<file path="src/rtl/cla_seq_adder.sv">
// Multi-cycle WIDTH-bit adder/subtractor that reuses one 4-bit carry-lookahead slice,
// processing one nibble per clock (LSB first) with valid/ready handshakes on both sides.
module cla_seq_adder #(
  parameter int WIDTH = 16
) (
  input  logic             clk,
  input  logic             rst_n,
  input  logic             i_in_valid,
  output logic             o_in_ready,
  input  logic [WIDTH-1:0] i_a,
  input  logic [WIDTH-1:0] i_b,
  input  logic             i_op_sub,
  output logic             o_out_valid,
  input  logic             i_out_ready,
  output logic [WIDTH-1:0] o_sum,
  output logic             o_cout,
  output logic             o_ovf
);

  localparam int NIB  = WIDTH / 4;
  localparam int IDXW = (NIB > 1) ? $clog2(NIB) : 1;

  typedef enum logic [1:0] {S_IDLE, S_RUN, S_DONE} state_t;

  state_t           r_state;
  state_t           w_state_next;
  logic [WIDTH-1:0] r_op_a;
  logic [WIDTH-1:0] r_op_b;
  logic             r_carry;
  logic [IDXW-1:0]  r_idx;
  logic [WIDTH-1:0] r_sum;
  logic             r_cout;
  logic             r_ovf;

  logic [3:0] w_nib_a [NIB];
  logic [3:0] w_nib_b [NIB];
  logic [3:0] w_sa;
  logic [3:0] w_sb;
  logic [3:0] w_g;
  logic [3:0] w_p;
  logic [4:0] w_cc;
  logic [3:0] w_s;
  logic       w_accept;
  logic       w_last;

  genvar gi;
  generate
    for (gi = 0; gi < NIB; gi++) begin : g_nib
      assign w_nib_a[gi] = r_op_a[4*gi +: 4];
      assign w_nib_b[gi] = r_op_b[4*gi +: 4];
    end
  endgenerate

  assign w_sa = w_nib_a[r_idx];
  assign w_sb = w_nib_b[r_idx];
  assign w_g  = w_sa & w_sb;
  assign w_p  = w_sa ^ w_sb;

  // w_cc[0] is the carry into the slice; w_cc[k+1] is the carry out of bit k.
  assign w_cc[0] = r_carry;
  generate
    for (gi = 0; gi < 4; gi++) begin : g_cla
      assign w_cc[gi+1] = w_g[gi] | (w_p[gi] & w_cc[gi]);
      assign w_s[gi]    = w_p[gi] ^ w_cc[gi];
    end
  endgenerate

  assign w_accept = (r_state == S_IDLE) && i_in_valid;
  assign w_last   = (r_idx == IDXW'(NIB - 1));

  always_ff @(posedge clk or negedge rst_n) begin
    if (!rst_n) begin
      r_state <= S_IDLE;
    end else begin
      r_state <= w_state_next;
    end
  end

  always_comb begin
    w_state_next = r_state;
    case (r_state)
      S_IDLE: if (i_in_valid) w_state_next = S_RUN;
      S_RUN:  if (w_last) w_state_next = S_DONE;
      S_DONE: if (i_out_ready) w_state_next = S_IDLE;
      default: w_state_next = S_IDLE;
    endcase
  end

  always_comb begin
    o_in_ready  = (r_state == S_IDLE);
    o_out_valid = (r_state == S_DONE);
  end

  always_ff @(posedge clk or negedge rst_n) begin
    if (!rst_n) begin
      r_op_a  <= '0;
      r_op_b  <= '0;
      r_carry <= 1'b0;
      r_idx   <= '0;
      r_sum   <= '0;
      r_cout  <= 1'b0;
      r_ovf   <= 1'b0;
    end else if (w_accept) begin
      // Subtraction is A + ~B + 1: invert B here and seed the carry with 1.
      r_op_a  <= i_a;
      r_op_b  <= i_op_sub ? ~i_b : i_b;
      r_carry <= i_op_sub;
      r_idx   <= '0;
    end else if (r_state == S_RUN) begin
      for (int k = 0; k < NIB; k++) begin
        if (r_idx == IDXW'(k)) r_sum[4*k +: 4] <= w_s;
      end
      r_carry <= w_cc[4];
      r_idx   <= r_idx + 1'b1;
      if (w_last) begin
        r_cout <= w_cc[4];
        r_ovf  <= w_cc[4] ^ w_cc[3];
      end
    end
  end

  assign o_sum  = r_sum;
  assign o_cout = r_cout;
  assign o_ovf  = r_ovf;

endmodule

</file>
<file path="config.mk">
export PLATFORM = sky130hd
export DESIGN_NAME = cla_seq_adder
export DESIGN_NICKNAME = d
export VERILOG_FILES = /design/src/rtl/cla_seq_adder.sv
export SDC_FILE = /design/constraint.sdc
export NUM_CORES = 1
export LEC_CHECK = 0
export CAP_MARGIN = 15
export CORE_MARGIN = 3
export CORE_UTILIZATION = 45
export CTS_CLUSTER_DIAMETER = 200
export DETAILED_ROUTE_END_ITERATION = 12
export GPL_TIMING_DRIVEN = 0
export PLACE_DENSITY_LB_ADDON = 0.2
export SLEW_MARGIN = 20
export SYNTH_ARGS = -nofsm -noshare
export SYNTH_HDL_FRONTEND = slang
export SYNTH_SLANG_ARGS = --single-unit
export TNS_END_PERCENT = 20
</file>
<file path="constraint.sdc">
create_clock -name clk -period 3.4 [get_ports clk]
set_input_delay 0.34 -clock clk [delete_from_list [all_inputs] [get_ports clk]]
set_output_delay 0.34 -clock clk [all_outputs]
set_load 0.02 [all_outputs]
</file>
==> results of run 1 <==
## registers in the layout, summed over array words and instances (netlist names)
register and count:
r_idx 2, r_op_b 16, o_ovf 1, r_carry 1
o_sum 16, r_state 2, r_op_a 16, o_cout 1
## power by group
part           internal (mW)  switching (mW)  leakage (nW)  total, mW
logic                   1.18           0.923         0.915       2.11
registers               1.00           0.186         0.651       1.19
clock network          0.152           0.228        0.0491      0.380
total                   2.34            1.34          1.62       3.68
## final cells by class
type,count,area [um^2],share of cell area (%)
flip-flops and latches,55,1376,39.27
multi-input cells,98,1250,35.67
repair buffers,55,548.0,15.64
well taps,72,90.09,2.571
plain buffers,9,73.82,2.106
inverters,19,71.32,2.035
clock buffers,5,68.82,1.964
clock inverters,3,26.28,0.7497
## cells in the final DEF (no fill, tap or decap), drive strengths merged
cell type / instances
clkdlybuf4s50: 54
nand3b: 4
nor2: 1
or2b: 1
mux4: 8
fa: 4
inv: 21
nor3b: 1
a22o: 1
clkinv: 1
mux2: 42
nor4b: 1
xnor2: 1
a221oi: 1
buf: 9
xor2: 16
dfrtp: 55
o21bai: 1
ha: 4
mux2i: 9
a21oi: 1
clkbuf: 6
o21ai: 1
and2b: 1
## worst max path at each step
| stage | from | endpoint | slack (ns) | cells after the start |
|---|---|---|---|---|
| 2_1_floorplan | r_idx[0] | o_ovf | 0.51 | 11 |
| 3_3_place_gp | r_idx[1] | o_ovf | 0.25 | 11 |
| 3_5_place_dp | r_idx[1] | o_sum[15] | 0.21 | 10 |
| 4_1_cts | r_idx[1] | o_sum[15] | 0.19 | 10 |
| 5_1_grt | r_idx[1] | o_sum[7] | 0.03 | 10 |
| 6_report | r_idx[1] | o_sum[15] | 0.23 | 10 |
## routing by layer
layer | track usage, % | part of all wire, % | vias to the layer above
li1 | - | - | 743
met1 | 20.45 | 47 | 784
met2 | 23.10 | 47 | 44
met3 | 3.435 | 4.6 | 7
met4 | 3.885 | 1.2 | 0
met5 | 0 | 0 | -
## kinds of logic (layout without fill, tap and decap cells)
logic type,after synthesis,count (layout)
fa+ha+maj,8,8
mux,59,59
simple gates,9,9
compound gates,5,5
flops,55,55
xor+xnor,17,17
buf+inv,28,91
==> out/qor.csv, run 1 <==
metric;value;unit
Starting Density;48.26;%
distinct cell type count after synthesis;26;
Slew Viols, Final;0;
Setup TNS;0;ns
Root Buffer;clkbuf_8;
utilization after layout;61.02;%
critical path class;reg2reg;
slowest CP cell;clkbuf_1;
Commonest cells post-synth;dfrtp_1 (55), mux2_4 (30), inv_1 (19);
Sink Count;55;
share of cells above drive strength 1;28.28;%
Cells after Synth;181;
Crit Reg-Reg Endpoint;o_sum[15];
# port buffers;55;
drt wl/cell;15.39;um
Hold Path Class;in2async;
syn_nets;226;
Synth Area in Adders;4.695;%
Design Power;3.676;mW
CP dominant cell by count;fa_1;
Antenna Cells;0;
initial drt markers;52;
total CTS buffers;5;
Fillers;463;
Area after DPL;0.003410;mm^2
Mean Syn Cell Area;15.31;um^2
vias in the first global route;1610;
GRT Util Overall;14.62;%
initial antenna violation count;0;
critical-path cell list;clkbuf_1, mux4_2, inv_1, fa_1, inv_1, fa_1, fa_1, inv_1, fa_1, mux2i_1;
pin count of the biggest net entering global routing;56;
Finished Layout Cells;316;
Ports;57;
Worst Path Arrival;3.42;ns
reg2reg setup slack;0.23;ns
leak pwr;1.615;nW
DRT Wirelength;4.862;mm
required time worst endpoint;3.65;ns
antenna-violating nets left;0;
routability cong.;0.7143;
H-tree Lvls;2;
post-route design area;0.003505;mm^2
gr ovfl total;0;
buffers and inverters on the worst path;4;
Cell Rows;27;
core area;0.005743;mm^2
post-place setup slack;0.2069;ns
status;completed;
XOR/XNOR Fraction of Synth Area;5.372;%
RSZ-0062 raised after global routing;false;
reg-to-reg critical path startpoint;r_idx[1];
cell taking the most area after synthesis;dfrtp_1;
Peak VDD IR;0.0005618;V
via count;1578;
reg2reg path depth;10;
crit path max fanout;10;
Hold Vio Cnt, Final;0;
Largest stage delay, worst path;0.49;ns
Clock Tree Buf Depth;2;
combinational family with the most area after synthesis;multiplexers;
slew at the pin closest to its max-slew limit;0.6758;ns
most common flop cell mapped by yosys;dfrtp_1;
DRT Pass-1 Iters;4;
Cell Area, Synth;0.002771;mm^2
total die area;0.007136;mm^2
Nets;288;
Max Cap Violations;0;
PD cells;1049;mW/mm^2
mux share of post-synthesis cell area;30.88;%
Post-CTS Setup Inserts;0;
post-synthesis simple-gate area fraction;2.889;%
Die H;84.48;um
worst setup margin;0.2309;ns
sequential-to-total area share from yosys stat;49.66;%
synth warn;0;
Area contributors post-synth;dfrtp_1 (50%), mux2_4 (16%), mux4_2 (6.5%), xor2_1 (5.1%), mux2_2 (4.9%);
DP HPWL;3.658;mm
EDFF count, synth;0;
Reg clk slew, reported paths;0.11;ns
crit start category;flop;
cell count after placement;308;
hold buffers post-CTS;0;
Async SR Flop Fraction;100.0;%
number of synthesized register bits;55;
vias per cell;4.994;
clock latency on the worst-skew pair;0.32;ns
Fmax;0.3155;GHz
first-pass GRT wire length;8.204;mm
Compound-Gate Fraction of Synth Area;1.264;%
fin crit share;93.21;%
final worst path period need;3.169;ns
Worst Hold Slack;0.05499;ns
most frequent cell after synthesis;dfrtp_1;
Crit. End Element;flop;
CTS tree;done;
Slew HR;54.95;%
Die W;84.48;um
Yosys top cell area share;49.66;%
final setup vio count;0;
skew final;0.01395;ns
Layout area overhead;26.46;%
DRC viols;0;
family with the most delay on the worst path;adder cells;
PostCTS Resize Cnt;0;
Note: power is estimated with default switching activity, not from simulation.
==> inputs of run 2 (changes only) <==
- DONT_BUFFER_PORTS: unset -> 1
==> out/qor.csv, run 2 (same netlist as run 1, synthesis figures left out) <==
metric;value;unit
Largest stage delay, worst path;0.51;ns
commonest non-fill, non-tap cells in the layout;dfrtp_1 (55), mux2_4 (30), inv_1 (19);
core area;0.005743;mm^2
Crit. End Element;flop;
Max Cap Violations;0;
Reg clk slew, reported paths;0.10;ns
Slew HR;57.00;%
Post-CTS Setup Inserts;0;
vias in the first global route;1627;
Worst Path Arrival;3.45;ns
Hold Vio Cnt, Final;0;
utilization after layout;52.22;%
DP HPWL;3.717;mm
# port buffers;0;
fin crit share;94.87;%
leak pwr;1.420;nW
post-route design area;0.002999;mm^2
Area after DPL;0.002861;mm^2
Starting Density;48.26;%
crit start category;flop;
Antenna Cells;0;
most common cell after layout, fill and taps aside;dfrtp_1;
Clock Tree Buf Depth;2;
Peak VDD IR;0.0004799;V
slew at the pin closest to its max-slew limit;0.6451;ns
required time worst endpoint;3.62;ns
Setup TNS;0;ns
routability cong.;0.7454;
total die area;0.007136;mm^2
vias per cell;5.240;
slowest CP cell;clkbuf_1;
CTS tree;done;
Layout area overhead;8.217;%
PostCTS Resize Cnt;0;
final setup vio count;0;
post-place setup slack;0.1788;ns
Root Buffer;clkbuf_8;
antenna-violating nets left;0;
clock latency on the worst-skew pair;0.30;ns
worst setup margin;0.1745;ns
critical path class;reg2reg;
share of cells above drive strength 1;35.60;%
initial drt markers;57;
initial antenna violation count;0;
drt wl/cell;19.04;um
buffers and inverters on the worst path;4;
Die W;84.48;um
Die H;84.48;um
pin count of the biggest net entering global routing;56;
DRT Wirelength;5.008;mm
DRC viols;0;
Ports;57;
final worst path period need;3.225;ns
Cell Rows;27;
hold buffers post-CTS;2;
gr ovfl total;0;
PD cells;1154;mW/mm^2
Fmax;0.3100;GHz
skew final;0.007928;ns
RSZ-0062 raised after global routing;false;
critical-path cell list;clkbuf_1, mux4_2, inv_1, fa_1, inv_1, fa_1, fa_1, inv_1, fa_1, mux2i_1;
H-tree Lvls;2;
DRT Pass-1 Iters;3;
Design Power;3.461;mW
Slew Viols, Final;0;
Sink Count;55;
GRT Util Overall;15.02;%
Nets;235;
Hold Path Class;in2reg;
crit path max fanout;10;
total CTS buffers;5;
family with the most delay on the worst path;adder cells;
CP dominant cell by count;fa_1;
status;completed;
first-pass GRT wire length;8.342;mm
via count;1378;
run 2: cell types whose count changed in the layout (fill, tap and decap cells not counted):
cell             previous run  this run
clkdlybuf4s50_1            54         0
clkbuf_8                    5         7
inv_6                       2         0
buf_16                      0         1
buf_4                       3         2
clkbuf_1                    1         2
clkinv_4                    1         0
dlygate4sd3_1               0         1
run 2: power breakdown:
group | total (mW) | internal (mW) | switching [mW]
sequential | 1.35 | 1.00 | 0.347
combinational | 1.72 | 0.962 | 0.760
clock | 0.387 | 0.186 | 0.201
run 2: final timing paths:
| check | startpoint | to | slack [ns] | cells past startpoint |
|---|---|---|---|---|
| min | i_out_ready | r_state[1] | 0.14 | 1 |
| max in group asynchronous | rst_n | r_op_b[4] | 2.62 | 2 |
| max | r_idx[1] | o_sum[15] | 0.17 | 10 |
| min reg2reg | r_op_a[7] | r_op_a[7] | 0.51 | 1 |
| min in group asynchronous | rst_n | o_sum[8] | 0.55 | 2 |
| max reg2reg | r_idx[1] | o_sum[15] | 0.17 | 10 |
run 2: layout make-up:
class | count | area, um^2
well taps | 72 | 90.09
inverters | 19 | 71.32
clock buffers | 8 | 100.1
repair buffers | 2 | 37.54
multi-input cells | 98 | 1250
fillers | 486 | 2744
flip-flops and latches | 55 | 1376
plain buffers | 9 | 73.82
run 2: per-stage QoR:
step,std cells,hold WS [ns]
finish,263,0.1385
floorplan,181,0.04441
detailed placement,253,0.04581
global placement,253,0.04584
CTS,263,0.1224
global route,263,0.1525
run 2: per-layer routing:
metal	part of all wire (%)	global-route usage, %	vias up
li1	-	-	633
met4	0.76	3.885	0
met1	43	18.98	698
met2	49	25.11	42
met3	7.0	4.809	5
met5	0	0	-
==> inputs of run 3 (changes only) <==
- CORE_MARGIN: 3 -> unset
- CTS_CLUSTER_DIAMETER: 200 -> 80
==> out/qor.csv, run 3 (same netlist as run 1, synthesis figures left out) <==
metric;value;unit
Clock Tree Buf Depth;2;
hold path depth;1;
Antenna Cells;0;
initial drt markers;37;
vias in the first global route;1567;
Ports;57;
slowest CP cell;clkbuf_1;
share of cells above drive strength 1;35.26;%
skew final;0.01120;ns
PostCTS Resize Cnt;0;
routability cong.;0.7669;
via count;1395;
commonest non-fill, non-tap cells in the layout;dfrtp_1 (55), mux2_4 (30), inv_1 (19);
worst hold start;i_out_ready;
status;completed;
Slew Viols, Final;0;
post-place setup slack;0.1634;ns
CTS tree;done;
Finished Layout Cells;265;
family with the most delay on the worst path;adder cells;
PD cells;1160;mW/mm^2
DP HPWL;3.650;mm
total die area;0.006476;mm^2
Crit. End Element;flop;
Hold Vio Cnt, Final;0;
Sink Count;55;
vias per cell;5.264;
fin crit share;94.26;%
Design Power;3.485;mW
# port buffers;0;
worst setup margin;0.1950;ns
GRT Util Overall;17.15;%
leak pwr;1.419;nW
clock latency on the worst-skew pair;0.30;ns
Fmax;0.3120;GHz
reg2reg setup slack;0.20;ns
area occupied by registers;0.001376;mm^2
initial antenna violation count;0;
DRT Wirelength;4.995;mm
Worst Path Arrival;3.43;ns
reg-to-reg critical path startpoint;r_idx[1];
Root Buffer;clkbuf_8;
Hold Path Class;in2reg;
crit start category;flop;
hold buffers post-CTS;2;
Multi-input gate area;0.001250;mm^2
Area after DPL;0.002865;mm^2
most common cell after layout, fill and taps aside;dfrtp_1;
H-tree Lvls;2;
antenna-violating nets left;0;
post-route design area;0.003005;mm^2
Max Cap Violations;0;
crit path max fanout;10;
final worst path period need;3.205;ns
critical-path cell list;clkbuf_1, mux4_2, inv_1, fa_1, inv_1, fa_1, fa_1, inv_1, fa_1, mux2i_1;
pin count of the biggest net entering global routing;56;
Cell Rows;28;
RSZ-0062 raised after global routing;false;
Nets;235;
reg2reg path depth;10;
buffers and inverters on the worst path;4;
Hold Path End;r_state[1];
core area;0.005921;mm^2
cell count after placement;256;
Layout area overhead;8.442;%
Slew HR;57.06;%
Peak VDD IR;0.0005465;V
Die H;80.48;um
critical path class;reg2reg;
Die W;80.48;um
Starting Density;46.81;%
Largest stage delay, worst path;0.51;ns
drt wl/cell;18.85;um
CP dominant cell by count;fa_1;
Crit Reg-Reg Endpoint;o_sum[3];
first-pass GRT wire length;8.093;mm
DRC viols;0;
DRT Pass-1 Iters;4;
Setup TNS;0;ns
final setup vio count;0;
total CTS buffers;5;
required time worst endpoint;3.63;ns
Fillers;489;
slew at the pin closest to its max-slew limit;0.6441;ns
Post-CTS Setup Inserts;0;
Reg clk slew, reported paths;0.10;ns
Critical Path Start;r_idx[1];
gr ovfl total;0;
-- run 3: cell types whose count changed in the layout (fill, tap and decap cells not counted) --
cell | before | now
bufinv_16 | 0 | 1
clkbuf_8 | 7 | 5
-- run 3: worst max-delay path by stage --
stage                          end  slack (ns)  depth (start not counted)
after floorplan              o_ovf        0.51                         11
after global placement    o_sum[7]        0.23                         10
after detailed placement  o_sum[3]        0.16                         10
after CTS                 o_sum[3]        0.14                         10
after global routing      o_sum[3]       0.009                         10
final                     o_sum[3]        0.20                         10
-- run 3: power breakdown --
group / internal [mW] / switching [mW]
logic: 0.962 / 0.759
clock network: 0.216 / 0.195
registers: 1.01 / 0.348
total: 2.18 / 1.30
-- run 3: per-layer routing --
metal	GRT usage, %	wire, um
met5	0	0
met4	5.893	41
met3	5.455	348
met2	27.71	2473
met1	21.61	2132
-- run 3: metrics by stage --
stage | hold WS (ns) | utilization (%)
finish | 0.1414 | 50.76
CTS | 0.1307 | 50.76
global route | 0.1326 | 50.76
detailed placement | 0.04628 | 48.39
floorplan | 0.04441 | -
global placement | 0.04588 | 48.39
-- run 3: layout make-up --
| type | instances | share of cell area, % |
|---|---|---|
| inverters | 19 | 2.373 |
| clock inverters | 1 | 0.9992 |
| clock buffers | 6 | 2.415 |
| multi-input cells | 98 | 41.59 |
| plain buffers | 9 | 2.456 |
| well taps | 75 | 3.122 |
| repair buffers | 2 | 1.249 |
| flip-flops and latches | 55 | 45.80 |
